--- src/rtl/sram_march_bist.sv ---
// sram_march_bist
// March C- self-test sequencer for the 1RW port (port 0) of an OpenRAM
// 32-bit macro. It writes and reads every word in the March C- order,
// checks each read against the data background, and reports the results.
//
// Ports
//   la_sram_clk   single clock, shared with the macro's clk0
//   reset         synchronous, active-high
//   start         starts a run when sampled high in IDLE or DONE
//   stop_on_fail  end the run at the first miscompare (sampled at start)
//   pattern       data background; ~pattern is the inverse background
//   busy/done     run in progress / run finished (done is a level)
//   pass          valid while done: no miscompares
//   fail_count    saturating miscompare count
//   fail_addr/fail_elem/fail_data  first miscompare record
//   csb0/web0/wmask0/addr0/din0    SRAM port-0 controls and write data
//   dout0         SRAM port-0 read data
//
// Element order: E0 up(w0), E1 up(r0,w1), E2 up(r1,w0), E3 down(r0,w1),
// E4 down(r1,w0), E5 up(r0). In a read-write element, each address runs
// RD, RD_LAT cycles of RWAIT, then WR. The read data is compared on the
// edge that ends the last RWAIT cycle.
module sram_march_bist #(
  parameter int AW     = 8,
  parameter int RD_LAT = 1
) (
  input  logic          la_sram_clk,
  input  logic          reset,
  input  logic          start,
  input  logic          stop_on_fail,
  input  logic [31:0]   pattern,
  output logic          busy,
  output logic          done,
  output logic          pass,
  output logic [15:0]   fail_count,
  output logic [AW-1:0] fail_addr,
  output logic [2:0]    fail_elem,
  output logic [31:0]   fail_data,
  output logic          csb0,
  output logic          web0,
  output logic [3:0]    wmask0,
  output logic [AW-1:0] addr0,
  output logic [31:0]   din0,
  input  logic [31:0]   dout0
);

  typedef enum logic [2:0] {S_IDLE, S_WR, S_RD, S_RWAIT, S_DONE} state_t;

  localparam logic [AW-1:0] ADDR_MAX = '1;
  localparam logic [2:0]    ELEM_LAST = 3'd5;

  state_t        state, state_nxt;
  logic [2:0]    elem;
  logic [AW-1:0] addr;
  logic [1:0]    wcnt;
  logic [31:0]   pat_q;
  logic          stop_q;

  logic          up, last_addr, wait_last, cmp_fire, miscmp, start_ok;
  logic [31:0]   exp_rd, wr_data;

  // Elements E3 and E4 walk the address space downwards.
  function automatic logic elem_up(input logic [2:0] e);
    return !(e == 3'd3 || e == 3'd4);
  endfunction

  function automatic logic [15:0] sat_inc16(input logic [15:0] v);
    return (v == 16'hFFFF) ? v : v + 16'd1;
  endfunction

  assign up        = elem_up(elem);
  assign last_addr = up ? (addr == ADDR_MAX) : (addr == '0);
  // r1 happens in E2/E4, w1 in E1/E3; all other accesses use the plain background.
  assign exp_rd    = (elem == 3'd2 || elem == 3'd4) ? ~pat_q : pat_q;
  assign wr_data   = (elem == 3'd1 || elem == 3'd3) ? ~pat_q : pat_q;
  assign wait_last = (wcnt == 2'(RD_LAT - 1));
  assign cmp_fire  = (state == S_RWAIT) && wait_last;
  assign miscmp    = cmp_fire && (dout0 != exp_rd);
  assign start_ok  = (state == S_IDLE || state == S_DONE) && start;

  // State register
  always_ff @(posedge la_sram_clk) begin
    if (reset) state <= S_IDLE;
    else       state <= state_nxt;
  end

  // Next-state logic
  always_comb begin
    state_nxt = state;
    case (state)
      S_IDLE, S_DONE: if (start) state_nxt = S_WR;
      // Only E0 goes from a write straight to another write. Every other
      // element begins each address with a read.
      S_WR:           state_nxt = (elem == 3'd0 && !last_addr) ? S_WR : S_RD;
      S_RD:           state_nxt = S_RWAIT;
      S_RWAIT: begin
        if (wait_last) begin
          if (miscmp && stop_q)      state_nxt = S_DONE;
          else if (elem == ELEM_LAST) state_nxt = last_addr ? S_DONE : S_RD;
          else                        state_nxt = S_WR;
        end
      end
      default:        state_nxt = S_IDLE;
    endcase
  end

  // Outputs
  always_comb begin
    busy   = (state == S_WR) || (state == S_RD) || (state == S_RWAIT);
    done   = (state == S_DONE);
    pass   = (state == S_DONE) && (fail_count == 16'd0);
    csb0   = !((state == S_WR) || (state == S_RD));
    web0   = (state != S_WR);
    wmask0 = (state == S_WR) ? 4'hF : 4'h0;
    addr0  = addr;
    din0   = (state == S_WR) ? wr_data : 32'd0;
  end

  // Address, element, wait counter and result registers
  always_ff @(posedge la_sram_clk) begin
    if (reset) begin
      elem       <= 3'd0;
      addr       <= '0;
      wcnt       <= 2'd0;
      fail_count <= 16'd0;
      fail_addr  <= '0;
      fail_elem  <= 3'd0;
      fail_data  <= 32'd0;
    end else begin
      if (start_ok) begin
        elem       <= 3'd0;
        addr       <= '0;
        fail_count <= 16'd0;
        fail_addr  <= '0;
        fail_elem  <= 3'd0;
        fail_data  <= 32'd0;
      end
      case (state)
        S_WR: begin
          if (last_addr) begin
            elem <= elem + 3'd1;
            addr <= elem_up(elem + 3'd1) ? '0 : ADDR_MAX;
          end else begin
            addr <= up ? addr + 1'b1 : addr - 1'b1;
          end
        end
        S_RD:    wcnt <= 2'd0;
        S_RWAIT: begin
          wcnt <= wcnt + 2'd1;
          // E5 has no write, so the address advances after the compare.
          if (wait_last && elem == ELEM_LAST && !last_addr) addr <= addr + 1'b1;
        end
        default: ;
      endcase
      if (miscmp) begin
        fail_count <= sat_inc16(fail_count);
        // The count is cleared at start and never wraps to zero, so zero
        // marks the first miscompare of the run.
        if (fail_count == 16'd0) begin
          fail_addr <= addr;
          fail_elem <= elem;
          fail_data <= dout0;
        end
      end
    end
  end

  // Run configuration, captured when a start is accepted
  always_ff @(posedge la_sram_clk) begin
    if (start_ok) begin
      pat_q  <= pattern;
      stop_q <= stop_on_fail;
    end
  end

endmodule

--- config.mk ---
export PLATFORM = sky130hd
export DESIGN_NAME = sram_march_bist
export DESIGN_NICKNAME = d
export VERILOG_FILES = /design/src/rtl/sram_march_bist.sv
export SDC_FILE = /design/constraint.sdc
export NUM_CORES = 1
export LEC_CHECK = 0
export ABC_AREA = 1
export CAP_MARGIN = 20
export CORE_UTILIZATION = 61
export CTS_CLUSTER_DIAMETER = 150
export DETAILED_ROUTE_END_ITERATION = 12
export DONT_BUFFER_PORTS = 1
export HOLD_SLACK_MARGIN = 0.12
export PLACE_DENSITY = 0.74
export SLEW_MARGIN = 0
export SYNTH_ARGS = -nofsm -noshare
export SYNTH_HDL_FRONTEND = slang
export SYNTH_SLANG_ARGS = --single-unit
--- constraint.sdc ---
create_clock -name la_sram_clk -period 3.7 [get_ports la_sram_clk]
set_input_delay 0.37 -clock la_sram_clk [delete_from_list [all_inputs] [get_ports la_sram_clk]]
set_output_delay 0.37 -clock la_sram_clk [all_outputs]
set_load 0.02 [all_outputs]
# Word-level counts from Yosys, hierarchy flattened
# Index checks and enable logic that the tools add are counted.
# totals
output_inout_bits	108
latchBits	0
input_bits	68
n_memories	0
word_cells	95
mem_bits_ro	0
ff_bits	108
ram_bits	0
# op_classes
addsub	5
n_mul	0
n_eq_ne	18
order_cmp	0
div	0
n_bitwise	1
n_mux	34
reduce_logical	27
n_shift	0
# op_table
operator	n
two-way mux 32 bit	6
two-way mux 8 bit	8
two-way mux 16 bit	3
two-way mux 3 bit	11
inequality test 32 bit	1
inverter 32 bit	1
adder 16 x 1 -> 16 bit, second input constant	1
== test 16 bit, second input constant	1
logical NOT 16 bit	1
one-hot mux 8 bit (2 select lines)	1
== test 3 x 2 -> 1 bit, second input constant	5
== test 3 bit, second input constant	4
one-hot mux 3 bit (4 select lines)	1
adder 8 x 1 -> 8 bit, second input constant	1
== test 8 bit, second input constant	1
logical AND 1 bit	8
logical NOT 8 bit	1
subtractor 8 x 1 -> 8 bit, second input constant	1
logical OR 1 bit	7
== test 3 x 1 -> 1 bit, second input constant	2
logical NOT 3 bit	2
inequality test 2 bit, second input constant	3
two-way mux 4 bit	1
one-hot mux 2 bit (2 select lines)	1
other kinds (10)	13

# Longest topological paths before layout
# Gate-level depths: netlist of the first run.
# logic_depth
word_depth	9
depth_mapped	19
ltp_nobuf	17

# Least setup slack after synthesis of the first run
# No wires, ideal clock.
# synth_path
path_kind	register to register
startpoint	register state[0]
endpoint	register addr[6], in the netlist addr0[6]
t_required_ns	3.589
path_stages_with_launch	10
synth_period_minus_slack_ns	2.504
t_arrival_ns	2.393
path_slack_ns	1.196
path_cell_list	dfxtp_1 -> nor2_1 -> inv_1 -> nor2_1 -> clkbuf_1 -> o21ai_0 -> nand3_1 -> o311ai_0 -> nand2_1 -> inv_1
# synth_between
elab_chain_cells	6
elab_cells_between_ends	9
# synth_lines
element	line	text
start, declared	52	state_t state, state_nxt;
start signal, assigned	84	else state <= state_nxt;
== test 3 bit / logical NOT 3 bit (equally long branches)	79	assign start_ok = (state == S_IDLE || state == S_DONE) && start;
logical OR 1 bit *	79	
logical AND 1 bit *	79	
net start_ok	59	logic up, last_addr, wait_last, cmp_fire, miscmp, start_ok;
two-way mux 8 bit *	130	if (start_ok) begin
two-way mux 8 bit	151	if (wait_last && elem == ELEM_LAST && !last_addr) addr <= addr + 1'b1;
one-hot mux 8 bit (2 select lines) *	138	case (state)
end signal, assigned	142	addr <= elem_up(elem + 3'd1) ? '0 : ADDR_MAX;
end signal, assigned	144	addr <= up ? addr + 1'b1 : addr - 1'b1;
end signal, assigned	151	
end, declared	54	logic [AW-1:0] addr;
# Mark *: on every way through the listed nets, which the timed path passes. The rest lies on a longest branch.
# A chain may end at the register's enable or synchronous reset.

# Worst setup path after layout of the first run
# layout_path
startpoint	register elem[0]
endpoint	register fail_data[22]
# layout_between
elab_chain_cells	6
elab_cells_between_ends	7
# layout_lines
element	line	text
start, declared	53	logic [2:0] elem;
start signal, assigned	141	elem <= elem + 3'd1;
== test 3 x 2 -> 1 bit / == test 3 bit (equally long branches)	74	assign exp_rd = (elem == 3'd2 || elem == 3'd4) ? ~pat_q : pat_q;
logical OR 1 bit *	74	
two-way mux 32 bit *	74	
inequality test 32 bit *	78	assign miscmp = cmp_fire && (dout0 != exp_rd);
logical AND 1 bit *	78	
two-way mux 32 bit *	155	if (miscmp) begin
end signal, assigned	162	fail_data <= dout0;
end, declared	38	output logic [31:0] fail_data,
# Mark *: on every way between the ends. The rest lies on a longest branch, timed or not.

==> impl_results.rst, run 1 <==
.. list-table::
   :header-rows: 1

   * - Metric
     - Value
   * - Dominant cell by count in the synthesized netlist
     - sky130_fd_sc_hd__nand2_1
   * - Slew @ Worst Pin
     - 0.814 ns
   * - Maximum achievable frequency
     - 334 MHz
   * - Cell at the root of the clock tree
     - sky130_fd_sc_hd__clkbuf_16
   * - Width of the die
     - 110 µm
   * - Routed WL per cell
     - 15.7 µm
   * - Total via count in the routed design
     - 6641
   * - Total detailed-routing wirelength
     - about 18 mm
   * - Number of violations of the max-capacitance limit
     - 0
   * - EDFF count, synth
     - 33
   * - Netlist area before placement
     - 7080 µm²
   * - Num CTS Buffers
     - 9
   * - DR pass1 iterations
     - 5
   * - Smallest hold slack
     - 0.169 ns
   * - Final Max Slew Viols
     - 0
   * - Hold Violations, Final
     - 0
   * - Clock period minus worst slack
     - 2.99 ns
   * - Clk Latency, worst-skew pair
     - 0.36 ns
   * - Via count of the first global-routing pass
     - 6105
   * - Startpoint type of the worst setup path
     - register
   * - Top cell types by occurrence after synthesis
     - sky130_fd_sc_hd__nand2_1, sky130_fd_sc_hd__inv_1, sky130_fd_sc_hd__o21ai_0
   * - Share of final-layout standard cells stronger than drive strength 1
     - 8.80%
   * - Filler cell count
     - 966
   * - Path type of the worst setup path
     - register to register
   * - First DRT Iteration DRCs
     - 454
   * - Leak pwr
     - ~3.4 nW
   * - Power density cells
     - 325 nW/µm²
   * - ANT cells
     - 0
   * - Worst EP required
     - a little under 4 ns
   * - Inst Count DP
     - 1124
   * - Leading cell types by total area after synthesis
     - sky130_fd_sc_hd__dfxtp_1, sky130_fd_sc_hd__nand2_1, sky130_fd_sc_hd__edfxtp_1
   * - Starting density of the core
     - 63.9%
   * - Largest fanout of any net on the critical path
     - 38
   * - Non-filler cells in the finished layout
     - 1174
   * - I/O pin total
     - ~180
   * - Worst endpoint data arrival time
     - 3.22 ns
   * - Most instantiated flip-flop cell in the synthesis netlist
     - sky130_fd_sc_hd__dfxtp_1
   * - Synthesized net count
     - about 1100
   * - Share of synthesized flip-flops with an asynchronous set or reset
     - 0%
   * - Total negative slack for setup checks
     - 0 ns
   * - Worst Clk Skew
     - 0.00725 ns
   * - Count of buffers added by post-CTS timing repair for setup
     - 0
   * - Clock-pin slew reported for the worst setup and hold paths after clock tree synthesis
     - approximately 0.070 ns
   * - Half-perimeter wire length after detailed placement
     - 12.4 mm
   * - TritonCTS clock tree
     - built
   * - Pin count of the biggest net entering global routing
     - 87
   * - Number of cells produced by synthesis
     - 1028
   * - Floorplan die area
     - 12000 µm²
   * - Share of the synthesized area in the top cell type
     - between 20% and 30%
   * - Maximum VDD drop
     - 0.520 mV
   * - Class of the tightest hold or removal check
     - input pin to register
   * - Number of I/O port buffers
     - 0
   * - Number of different library cells in the post-synthesis netlist
     - 38
   * - RSZ-0062 raised after global routing
     - false
   * - Layout overhead on the synthesized area
     - 9.12%
   * - Placer's final routability congestion estimate
     - 0.876
   * - Number of gates given a new drive strength after cts
     - 0
   * - Portion of the clock cycle consumed by the worst path in the final layout
     - 80.9%
   * - Category of the worst setup path capture point
     - register
   * - Area leader, netlist
     - sky130_fd_sc_hd__dfxtp_1
   * - Core footprint
     - 11100 µm²
   * - Tot GR Track Use
     - around a third
   * - Global route total overflow
     - 0
   * - Height of the die
     - roughly 110 µm
   * - Count of unresolved DRC violations after routing
     - 0
   * - Wire length of the first global-routing pass
     - between 20 and 30 mm
   * - Number of nets in the finished design
     - approximately 1100
   * - Flip-flop and latch count after synthesis
     - roughly 110
   * - Worst-case setup margin in the final layout
     - 0.709 ns
   * - Sink count of the clock tree
     - 108
   * - Total number of placement rows
     - 38
   * - Number of vias per cell after detailed routing
     - 5.66
   * - Setup violators final
     - 0
   * - Count of H-tree levels built during CTS
     - 3
   * - Status
     - finished clean
   * - Remaining antenna violation count
     - 0
   * - Power after layout
     - approximately 2.5 mW
   * - Initial antenna violation count
     - 0
   * - Setup Slack @ Placement
     - approximately 0.73 ns
   * - Warnings, synthesis
     - 0
   * - Number of buffers on the longest clock path
     - 2
   * - Sequential-to-total area share from yosys stat
     - 35.2%
   * - Relative slew slack
     - 45.7%
   * - Average cell area after synthesis
     - 6.89 µm²
-- kinds of logic after synthesis --
kind of cell               Yosys count  share of synthesized area (%)
adders and majority gates           11                           1.94
and+or+nand+nor                    544                           37.7
AOI/OAI and AO/OA                  170                           12.4
buffers and inverters              175                           10.3
xor gates and xnor gates            20                           2.47
DFF                                108                           35.2
-- state kept, by name (all words and copies together), names as in the netlist --
signal / count
fail_elem: 3
stop_q: 1
state: 3
wcnt: 2
addr0: 8
elem: 3
pat_q: 32
fail_count: 16
fail_addr: 8
fail_data: 32
-- per-stage QoR --
step	util, %	cell area [µm²]
after floorplan	-	7080
after CTS	69.7	7720
final	69.7	7720
after global placement	64.1	7100
after detailed placement	64.1	7100
after global routing	69.7	7720
-- critical path, stage by stage (launching register included) --
cell and delay [ns]:
sky130_fd_sc_hd__dfxtp_1 0.44, sky130_fd_sc_hd__inv_1 0.09, sky130_fd_sc_hd__ha_1 0.26, sky130_fd_sc_hd__inv_1 0.10, sky130_fd_sc_hd__nand2_1 0.08, sky130_fd_sc_hd__nand2_2 0.29
sky130_fd_sc_hd__nand3_1 0.13, sky130_fd_sc_hd__nand2_1 0.10, sky130_fd_sc_hd__nand2_1 0.06, sky130_fd_sc_hd__inv_2 0.04, sky130_fd_sc_hd__nand2_1 0.05, sky130_fd_sc_hd__nor2_1 0.11
sky130_fd_sc_hd__nand2_2 0.10, sky130_fd_sc_hd__nand2_4 0.31, sky130_fd_sc_hd__buf_4 0.37, sky130_fd_sc_hd__o21ai_0 0.12, sky130_fd_sc_hd__nor3b_2 0.19
-- report_power, final --
| group | switching (mW) | total, mW | internal [mW] |
|---|---|---|---|
| Clock | 0.452 | 0.908 | 0.456 |
| Combinational | 0.227 | 0.327 | 0.0997 |
| Sequential | 0.0215 | 1.27 | 1.25 |
-- per-layer routing --
layer	global-route usage [%]	up-vias	wire length, µm
met5	0	-	0
met4	8.00	0	225
met3	10.9	17	1750
met2	52.8	254	8680
met1	38.9	3029	7810
li1	-	3341	-
-- final timing paths --
| check | slack [ns] | startpoint | to | cells after the start |
|---|---|---|---|---|
| worst max-delay path | 0.71 | elem[0] | fail_data[22] | 16 |
| worst min-delay path | 0.17 | reset | fail_count[9] | 2 |
| worst max register to register | 0.71 | elem[0] | fail_data[22] | 16 |
| worst min register to register | 0.47 | wcnt[1] | wcnt[1] | 2 |
-- cell usage in the layout, fill, tap and decap left out, types with 11 or more instances in the layout --
| cell type | synthesis | final |
|---|---|---|
| sky130_fd_sc_hd__nor3b_2 | 43 | 43 |
| sky130_fd_sc_hd__inv_1 | 114 | 114 |
| sky130_fd_sc_hd__nor2_1 | 44 | 42 |
| sky130_fd_sc_hd__nor3_1 | 50 | 50 |
| sky130_fd_sc_hd__dfxtp_1 | 75 | 75 |
| sky130_fd_sc_hd__nand3_1 | 66 | 66 |
| sky130_fd_sc_hd__edfxtp_1 | 33 | 33 |
| sky130_fd_sc_hd__ha_1 | 11 | 11 |
| sky130_fd_sc_hd__dlygate4sd3_1 | 0 | 33 |
| sky130_fd_sc_hd__o21ai_0 | 98 | 98 |
| sky130_fd_sc_hd__a21oi_1 | 61 | 60 |
| sky130_fd_sc_hd__xor2_1 | 13 | 13 |
| sky130_fd_sc_hd__nand2_1 | 314 | 314 |
-- cell type report --
class                      instances  area (µm²)  share of cell area (%)
multi-input combinational        745        3880                    50.3
sequential                       108        2490                    32.3
inverter                         121         457                    5.91
tap                              140         175                    2.27
clock buffer                      10         229                    2.96
timing repair buffer              44         445                    5.77
clock inverter                     6        41.3                   0.534
-- repair_timing --
action / in CTS / in global routing
setup endpoints to repair: 0 / 0
endpoints found under the hold margin: 95 / 0
hold buffers: 34 / 0
(Power assumes the default switching activity.)
==> run 2, diff against run 1 <==
- clock period: 3.7 -> 3.1 ns (I/O delays scaled with it)
==> impl_results.rst, run 2 (synthesized netlist as in run 1, its figures left out) <==
.. list-table::
   :header-rows: 1

   * - Metric
     - Value
   * - Leading registers by flop count
     - fail_data: 32 flops, pat_q: 32 flops, fail_count: 16 flops
   * - Count of unresolved DRC violations after routing
     - 0
   * - Portion of the clock cycle consumed by the worst path in the final layout
     - 88.0%
   * - Routed WL per cell
     - 15.5 µm
   * - Status
     - finished clean
   * - Start point of the worst hold path
     - reset
   * - Largest fanout of any net on the critical path
     - 16
   * - Number of violations of the max-capacitance limit
     - 0
   * - First DRT Iteration DRCs
     - 495
   * - Relative slew slack
     - 59.7%
   * - Floorplan die area
     - 12000 µm²
   * - Worst reg2reg endpoint
     - fail_count[13]
   * - Int Power
     - 2.24 mW
   * - Count of buffers added by post-CTS timing repair for setup
     - 0
   * - Final Max Slew Viols
     - 0
   * - Pin count of the biggest net entering global routing
     - 88
   * - DR pass1 iterations
     - 7
   * - Sequential standard cell area
     - 2490 µm²
   * - Cell at the root of the clock tree
     - sky130_fd_sc_hd__clkbuf_16
   * - Leak pwr
     - 3.49 nW
   * - Number of vias per cell after detailed routing
     - approximately 5.6
   * - Hold Violations, Final
     - 0
   * - Global route total overflow
     - 0
   * - Total via count in the routed design
     - 6619
   * - Initial antenna violation count
     - 0
   * - Total detailed-routing wirelength
     - 18.3 mm
   * - Combinational fraction of design power
     - 12.9%
   * - Register-to-register path setup slack
     - about 0.37 ns
   * - Wire length of the first global-routing pass
     - roughly 29 mm
   * - ANT cells
     - 0
   * - Launch instance of the worst register-to-register path
     - elem[0]
   * - Clk Latency, worst-skew pair
     - ~0.36 ns
   * - Worst EP required
     - 3.39 ns
   * - Net Sw Frac
     - 27.3%
   * - Count of H-tree levels built during CTS
     - 3
   * - Category of the worst setup path capture point
     - register
   * - Share of power burned in the clock network
     - 37.9%
   * - Worst Clk Skew
     - ~0.009 ns
   * - Placer's final routability congestion estimate
     - 0.893
   * - Hold depth
     - 3
   * - Remaining antenna violation count
     - 0
   * - Number of gates given a new drive strength after cts
     - 0
   * - Via count of the first global-routing pass
     - 5912
   * - Half-perimeter wire length after detailed placement
     - 12.2 mm
   * - Core footprint
     - 11100 µm²
   * - Width of the die
     - 110 µm
   * - Multi-input gate area
     - a little under 4000 µm²
   * - Number of buffers on the longest clock path
     - 2
   * - Number of nets in the finished design
     - between 1000 and 1500
   * - Filler cell count
     - 949
   * - Switching Power
     - between 0.8 and 0.9 mW
   * - Smallest hold slack
     - 0.154 ns
   * - Starting density of the core
     - 63.9%
   * - I/O pin total
     - 176
   * - RSZ-0062 raised after global routing
     - false
   * - Share of final-layout standard cells stronger than drive strength 1
     - 9.67%
   * - Worst endpoint data arrival time
     - 3.02 ns
   * - Setup violators final
     - 0
   * - Total negative slack for setup checks
     - 0 ns
   * - Startpoint type of the worst setup path
     - register
   * - Total number of placement rows
     - 38
   * - Class of the tightest hold or removal check
     - input pin to register
   * - Commonest cells after routing, fill and taps aside
     - sky130_fd_sc_hd__nand2_1, sky130_fd_sc_hd__inv_1, sky130_fd_sc_hd__o21ai_0
   * - Layout overhead on the synthesized area
     - 11.1%
   * - Maximum VDD drop
     - 0.396 mV
   * - Number of I/O port buffers
     - 0
   * - Final standard cell area without fillers
     - 7870 µm²
   * - TritonCTS clock tree
     - built
   * - Post-DP Area
     - 7220 µm²
   * - Sink count of the clock tree
     - 108
   * - Clock period minus worst slack
     - 2.73 ns
   * - Slew @ Worst Pin
     - 0.605 ns
   * - Clock-pin slew reported for the worst setup and hold paths after clock tree synthesis
     - roughly 0.07 ns
   * - Hold buffers post-CTS
     - 34
   * - Endpoint, Worst Hold
     - fail_count[12]
   * - Num CTS Buffers
     - 9
   * - Cell count of the worst reg-to-reg path
     - 17
   * - Tot GR Track Use
     - 30.9%
   * - Most common library cell in the layout ignoring fill and taps
     - sky130_fd_sc_hd__nand2_1
   * - Power density cells
     - just under 400 nW/µm²
   * - Path type of the worst setup path
     - register to register
   * - Register share of total power
     - 49.1%
   * - Height of the die
     - 110 µm
   * - Maximum achievable frequency
     - 366 MHz
   * - Post-layout util
     - 71.0%
## run 2: worst max-delay path, cell delays in order (launching register included)
cell and delay [ns]:
sky130_fd_sc_hd__dfxtp_1 0.45, sky130_fd_sc_hd__inv_1 0.10, sky130_fd_sc_hd__ha_1 0.26, sky130_fd_sc_hd__inv_1 0.09, sky130_fd_sc_hd__nand2_1 0.08, sky130_fd_sc_hd__nand2_2 0.30
sky130_fd_sc_hd__nand3_1 0.14, sky130_fd_sc_hd__nand2_1 0.10, sky130_fd_sc_hd__nand2_1 0.05, sky130_fd_sc_hd__inv_1 0.05, sky130_fd_sc_hd__nand2_1 0.06, sky130_fd_sc_hd__nor2_1 0.12
sky130_fd_sc_hd__nand2_2 0.12, sky130_fd_sc_hd__nand3_2 0.12, sky130_fd_sc_hd__nand2_2 0.18, sky130_fd_sc_hd__inv_2 0.24, sky130_fd_sc_hd__nand2_1 0.07, sky130_fd_sc_hd__a21oi_1 0.14
## run 2: final cells by class
class / count / area share [%]
clock buffers: 10 / 2.91
inverters: 121 / 5.81
multi-input cells: 745 / 49.4
clock inverters: 6 / 0.795
well taps: 140 / 2.23
repair buffers: 55 / 7.19
flip-flops and latches: 108 / 31.7
## run 2: metal layers
layer  wire (µm)  part of all wire [%]  vias up  GRT usage (%)
li1            -                     -     3370              -
met2        8480                    46      257           51.4
met3        1730                   9.4       26           9.01
met1        7750                    42     2966           38.4
met4         361                   2.0        0           9.81
met5           0                     0        -              0
## run 2: power by group through the flow
stage	sequential (mW)	clock, mW	combinational [mW]
CTS	1.51	1.19	0.397
global route	1.52	1.23	0.443
global placement	1.55	0	0.335
detailed placement	1.55	0	0.339
floorplan	1.54	0	0.282
finish	1.51	1.17	0.399
## run 2: metrics by stage
step                      power [mW]  setup WS (ns)  std cells
after floorplan                 1.83          0.596       1028
after global placement          1.88          0.538       1135
after detailed placement        1.89          0.374       1135
after CTS                       3.10          0.362       1185
after global routing            3.19         0.0195       1185
final                           3.08          0.371       1185
## run 2: worst max path at each step
| stage | start | cells after the start | slack, ns | to |
|---|---|---|---|---|
| 6_report | elem[0] | 17 | 0.37 | fail_count[13] |
| 3_5_place_dp | elem[0] | 17 | 0.37 | fail_count[13] |
| 3_3_place_gp | elem[0] | 17 | 0.54 | fail_count[13] |
| 2_1_floorplan | state[0] | 9 | 0.60 | addr0[6] |
| 4_1_cts | elem[0] | 17 | 0.36 | fail_count[13] |
| 5_1_grt | elem[0] | 17 | 0.02 | fail_count[13] |
